$ cat config.mk
export PLATFORM = sky130hd
export DESIGN_NAME = up_down_counter
export DESIGN_NICKNAME = d
export VERILOG_FILES = /design/src/rtl/up_down_counter_pkg.sv /design/src/rtl/up_down_counter_tc.sv /design/src/rtl/up_down_counter.sv
export SDC_FILE = /design/constraint.sdc
export NUM_CORES = 1
export LEC_CHECK = 0
export CORE_AREA = 2 2 39 41
export DETAILED_ROUTE_END_ITERATION = 12
export DIE_AREA = 0 0 41 43
export SETUP_SLACK_MARGIN = 0.2
export SLEW_MARGIN = 10
export SYNTH_ARGS = -nofsm -noshare
export SYNTH_HDL_FRONTEND = slang
export SYNTH_SLANG_ARGS = --single-unit
$ cat constraint.sdc
create_clock -name clk -period 1.21 [get_ports clk]
set_input_delay 0.242 -clock clk [delete_from_list [all_inputs] [get_ports clk]]
set_output_delay 0.242 -clock clk [all_outputs]
set_load 0.01 [all_outputs]
$ cat src/rtl/up_down_counter_pkg.sv
// Shared direction encodings, default width and terminal-value helper for up_down_counter.
package up_down_counter_pkg;

    localparam logic        COUNT_UP      = 1'b1;
    localparam logic        COUNT_DOWN    = 1'b0;
    localparam int          DEFAULT_WIDTH = 4;
    localparam int unsigned MAX_WIDTH     = 32;

    // Value at which the counter is about to wrap for the given direction,
    // right-aligned in a MAX_WIDTH word; callers slice off their own width.
    function automatic logic [MAX_WIDTH-1:0] terminal_value(input logic dir,
                                                            input int unsigned width);
        logic [MAX_WIDTH-1:0] ones;
        ones = {MAX_WIDTH{1'b1}} >> (MAX_WIDTH - width);
        return (dir == COUNT_UP) ? ones : '0;
    endfunction

endpackage

$ cat src/rtl/up_down_counter_tc.sv
// Registered terminal-count flag; only instantiated when UP_DOWN_COUNTER_TC_EN is defined.
module up_down_counter_tc
    import up_down_counter_pkg::*;
#(
    parameter int WIDTH = DEFAULT_WIDTH
) (
    input  logic             clk,
    input  logic             reset,
    input  logic             up_down,
    input  logic [WIDTH-1:0] count_next,
    output logic             tc
);

    logic [MAX_WIDTH-1:0] term_full;
    logic [WIDTH-1:0]     term;

    // NOTE: assign every always_comb output before any branch so no latch is inferred.
    always_comb begin
        term_full = terminal_value(up_down, WIDTH);
        term      = term_full[WIDTH-1:0];
    end

    // Comparing the next count against the direction being sampled yields, after
    // the edge, exactly "registered counter equals terminal of registered direction".
    always_ff @(posedge clk) begin
        if (reset) begin
            tc <= 1'b0;
        end else begin
            tc <= (count_next == term);
        end
    end

endmodule

$ cat src/rtl/up_down_counter.sv
// WIDTH-bit synchronous up/down counter with wrap-around in both directions.
// Optional terminal-count output tc is enabled by defining UP_DOWN_COUNTER_TC_EN.
module up_down_counter
    import up_down_counter_pkg::*;
#(
    parameter int WIDTH = DEFAULT_WIDTH
) (
    input  logic             clk,
    input  logic             reset,
    input  logic             up_down,
    output logic [WIDTH-1:0] counter
`ifdef UP_DOWN_COUNTER_TC_EN
    ,
    output logic             tc
`endif
);

    logic [WIDTH-1:0] count_next;

    // Unsigned WIDTH-bit arithmetic: truncation provides the modulo-2^WIDTH wrap.
    always_comb begin
        count_next = counter;
        if (up_down == COUNT_UP) begin
            count_next = counter + WIDTH'(1);
        end else begin
            count_next = counter - WIDTH'(1);
        end
    end

    // NOTE: sequential state uses non-blocking assignments so all registers update together.
    always_ff @(posedge clk) begin
        if (reset) begin
            counter <= '0;
        end else begin
            counter <= count_next;
        end
    end

`ifdef UP_DOWN_COUNTER_TC_EN
    up_down_counter_tc #(
        .WIDTH      (WIDTH)
    ) u_tc (
        .clk        (clk),
        .reset      (reset),
        .up_down    (up_down),
        .count_next (count_next),
        .tc         (tc)
    );
`endif

endmodule

==> results of run 1 <==
==> power by group through the flow <==
| stage | clock network [mW] | registers [mW] | logic (mW) |
|---|---|---|---|
| 6_report | 0.168 | 0.185 | 0.196 |
| 3_5_place_dp | 0 | 0.184 | 0.187 |
| 5_1_grt | 0.193 | 0.188 | 0.213 |
| 4_1_cts | 0.181 | 0.183 | 0.173 |
| 3_3_place_gp | 0 | 0.184 | 0.185 |
| 2_1_floorplan | 0 | 0.194 | 0.100 |
==> placed cells by master (no fill, tap or decap) <==
| cell type | n |
|---|---|
| nor2b_4 | 1 |
| dfxtp_4 | 2 |
| fa_2 | 1 |
| nor2_1 | 2 |
| nand3_2 | 1 |
| xnor2_1 | 2 |
| nand3_1 | 1 |
| clkbuf_4 | 3 |
| buf_2 | 4 |
| inv_2 | 1 |
| dfxtp_2 | 1 |
| buf_4 | 2 |
| a21oi_2 | 2 |
| dfxtp_1 | 1 |
| a21o_1 | 1 |
| ha_4 | 2 |
| clkdlybuf4s50_1 | 1 |
| clkdlybuf4s15_1 | 1 |
==> per-stage QoR <==
stage               hold WS [ns]  total power, mW  instances
global route               0.467            0.593         45
global placement           0.443            0.369         41
floorplan                  0.301            0.294         18
detailed placement         0.452            0.371         41
CTS                        0.440            0.537         44
finish                     0.439            0.549         45
==> per-layer routing <==
metal / vias up / global-route usage [%] / wire [µm]
li1: 82 / - / -
met1: 87 / 5.47 / 162
met2: 5 / 7.50 / 256
met3: 0 / 3.14 / 32
met4: 0 / 8.00 / 0
met5: - / 0 / 0
==> critical path, stage by stage, from the launching register on <==
cell and delay [ns]:
dfxtp_4 0.35, fa_2 0.54, nor2b_4 0.13
==> path summary, 6_finish.rpt <==
kind,startpoint,endpoint,slack (ns)
hold reg to reg,counter[0],counter[0],0.44
setup / recovery,counter[0],counter[1],0.13
hold / removal,counter[0],counter[0],0.44
setup reg to reg,counter[0],counter[1],0.13
==> final cells by class <==
| type | instances | share of cell area [%] |
|---|---|---|
| clock buffers | 3 | 6.59 |
| inverters | 1 | 1.10 |
| multi-input cells | 13 | 44.3 |
| flip-flops and latches | 4 | 26.0 |
| well taps | 16 | 5.86 |
| repair buffers | 8 | 16.1 |
==> what timing repair did <==
item	4_1_cts	5_1_grt
setup buffers	0	1
setup endpoints to repair	7	4
pin swaps	2	4
resized for setup	21	5
hold endpoints to repair	0	0
gates cloned	0	0
hold buffers	0	0
==> cell families after synthesis <==
family,Yosys count
adders and majority gates,3
and+or+nand+nor,5
AOI/OAI and AO/OA,3
xor gates and xnor gates,2
DFF,4
buffers and inverters,1
==> flow_summary.json, run 1 <==
{
  "place_area_um2": 298,
  "dp_slack_ns": -0.398,
  "drv_slew": 0,
  "worstHoldPathType": "reg -> reg",
  "clock-root-buffer": "clkbuf_4",
  "required_ns": 1.38,
  "portBuffers": 6,
  "drt-pass1-iter-count": 1,
  "dieWidth_um": 41,
  "final_area_um2": 342,
  "clkTransAtPathRegs_ns": 0.04,
  "largest_register_ffs": 4,
  "top_register": "counter",
  "synth_flop_cell": "dfxtp_1",
  "nNetsFinal": 37,
  "synth_edf_count": 0,
  "synth_top_area_cell": "dfxtp_1",
  "grt_max_degree": 5,
  "gp_congestion": 0.633,
  "antenna_found_initial": 0,
  "min_period_ns": 1.08,
  "cts_tree": "done",
  "switching_share_pct": 30.2,
  "setup_violations": 0,
  "drc_errors": 0,
  "n_fill_cell": 158,
  "row_count": 14,
  "grt_pass1_wl_um": 627,
  "clk_path_buf_depth": 2,
  "fin_util_pct": 24.7,
  "synth_most_common_cell": "dfxtp_1",
  "fin_skew_ns": 0.00212,
  "final.setup.tns_ns": 0,
  "drt_iter0_drc": 0,
  "cap_violations": 0,
  "p_seq_share_pct": 33.6,
  "largestRegisters": "counter x4",
  "avgViaCountPerCell": 3.87,
  "p_per_area_nw_per_um2": 1610,
  "post-dp-hpwl_um": 301,
  "muxShareOfSynthArea_pct": 0,
  "syn-mean-instance-area_um2": 10.6,
  "irDropWorstVdd_uv": 465,
  "timing.fmax_ghz": 0.929,
  "netlist_top_cells_area": "dfxtp_1 42%, ha_1 13%, fa_1 10%",
  "cts_max_level": 1,
  "p_leak_nw": 0.139,
  "relSlewSlack_pct": 84.1,
  "ys_warn_count": 0,
  "cts_sinks": 4,
  "n_antenna_cell": 0,
  "worst_pin_slew_ns": 0.238,
  "power.switching_mw": 0.166,
  "async_reset_ff_share_pct": 0,
  "overflow": 0,
  "setup_ws_ns": 0.134,
  "synthTopCellsByCount": "4 x dfxtp_1, 2 x ha_1, 2 x nand3_1, 2 x nor2_1, 2 x xnor2_1",
  "grt_setup_unrepaired": "true",
  "hold_violations": 0,
  "grt_usage_pct": 5.92,
  "insertion_delay_ns": 0.23,
  "status": "complete, no violations",
  "synth_top_family_by_area": "adder cells",
  "drt-total-wl_um": 450,
  "synth_top_area_share_pct": 41.8,
  "critical_path_class": "reg -> reg",
  "p_int_mw": 0.383,
  "synth_cell_types": 11,
  "yosys.area_share.simple_pct": 12.4,
  "cts_buffers": 3,
  "die-area_um2": 1760,
  "synthXorXnorAreaFrac_pct": 9.15,
  "multi_input_area_um2": 151,
  "start_util_pct": 13.8,
  "ys_seq_elements": 4,
  "reg2reg_depth": 2,
  "synthAdderAreaFrac_pct": 23.5,
  "register_area_um2": 88.8,
  "start_kind": "register",
  "syn_area_um2": 191,
  "yosysSeqAreaShare_pct": 41.8,
  "vias": 174,
  "ant_nets": 0,
  "worstPathMaxFanout": 4,
  "fin_crit_sh_pct": 88.9,
  "drive_gt1_share_pct": 69.0,
  "comb_power_share_pct": 35.8,
  "wl_per_cell_um": 10.0,
  "crit_arrival_ns": 1.25,
  "die_h_um": 43,
  "cp-end-kind": "register",
  "pwr-share-clk_pct": 30.6,
  "synthesis.nets": 24,
  "min_path_cells": 1,
  "grt_pass1_vias": 184,
  "area.growth.synth_to_final_pct": 78.4,
  "io-pin-count": 7,
  "synth-compound-area-share_pct": 11.1,
  "core_um2": 1380,
  "syn_inst": 18
}
Note: power is estimated with default switching activity, not from simulation.
==> run 2: changes to the inputs <==
--- a/config.mk
+++ b/config.mk
@@ -9,6 +9,7 @@
 export DETAILED_ROUTE_END_ITERATION = 12
 export DIE_AREA = 0 0 41 43
 export SETUP_SLACK_MARGIN = 0.2
+export SKIP_LAST_GASP = 1
 export SLEW_MARGIN = 10
 export SYNTH_ARGS = -nofsm -noshare
 export SYNTH_HDL_FRONTEND = slang
==> results of run 2 <==
Final layout, timing and power as in run 1 (identical DEF).
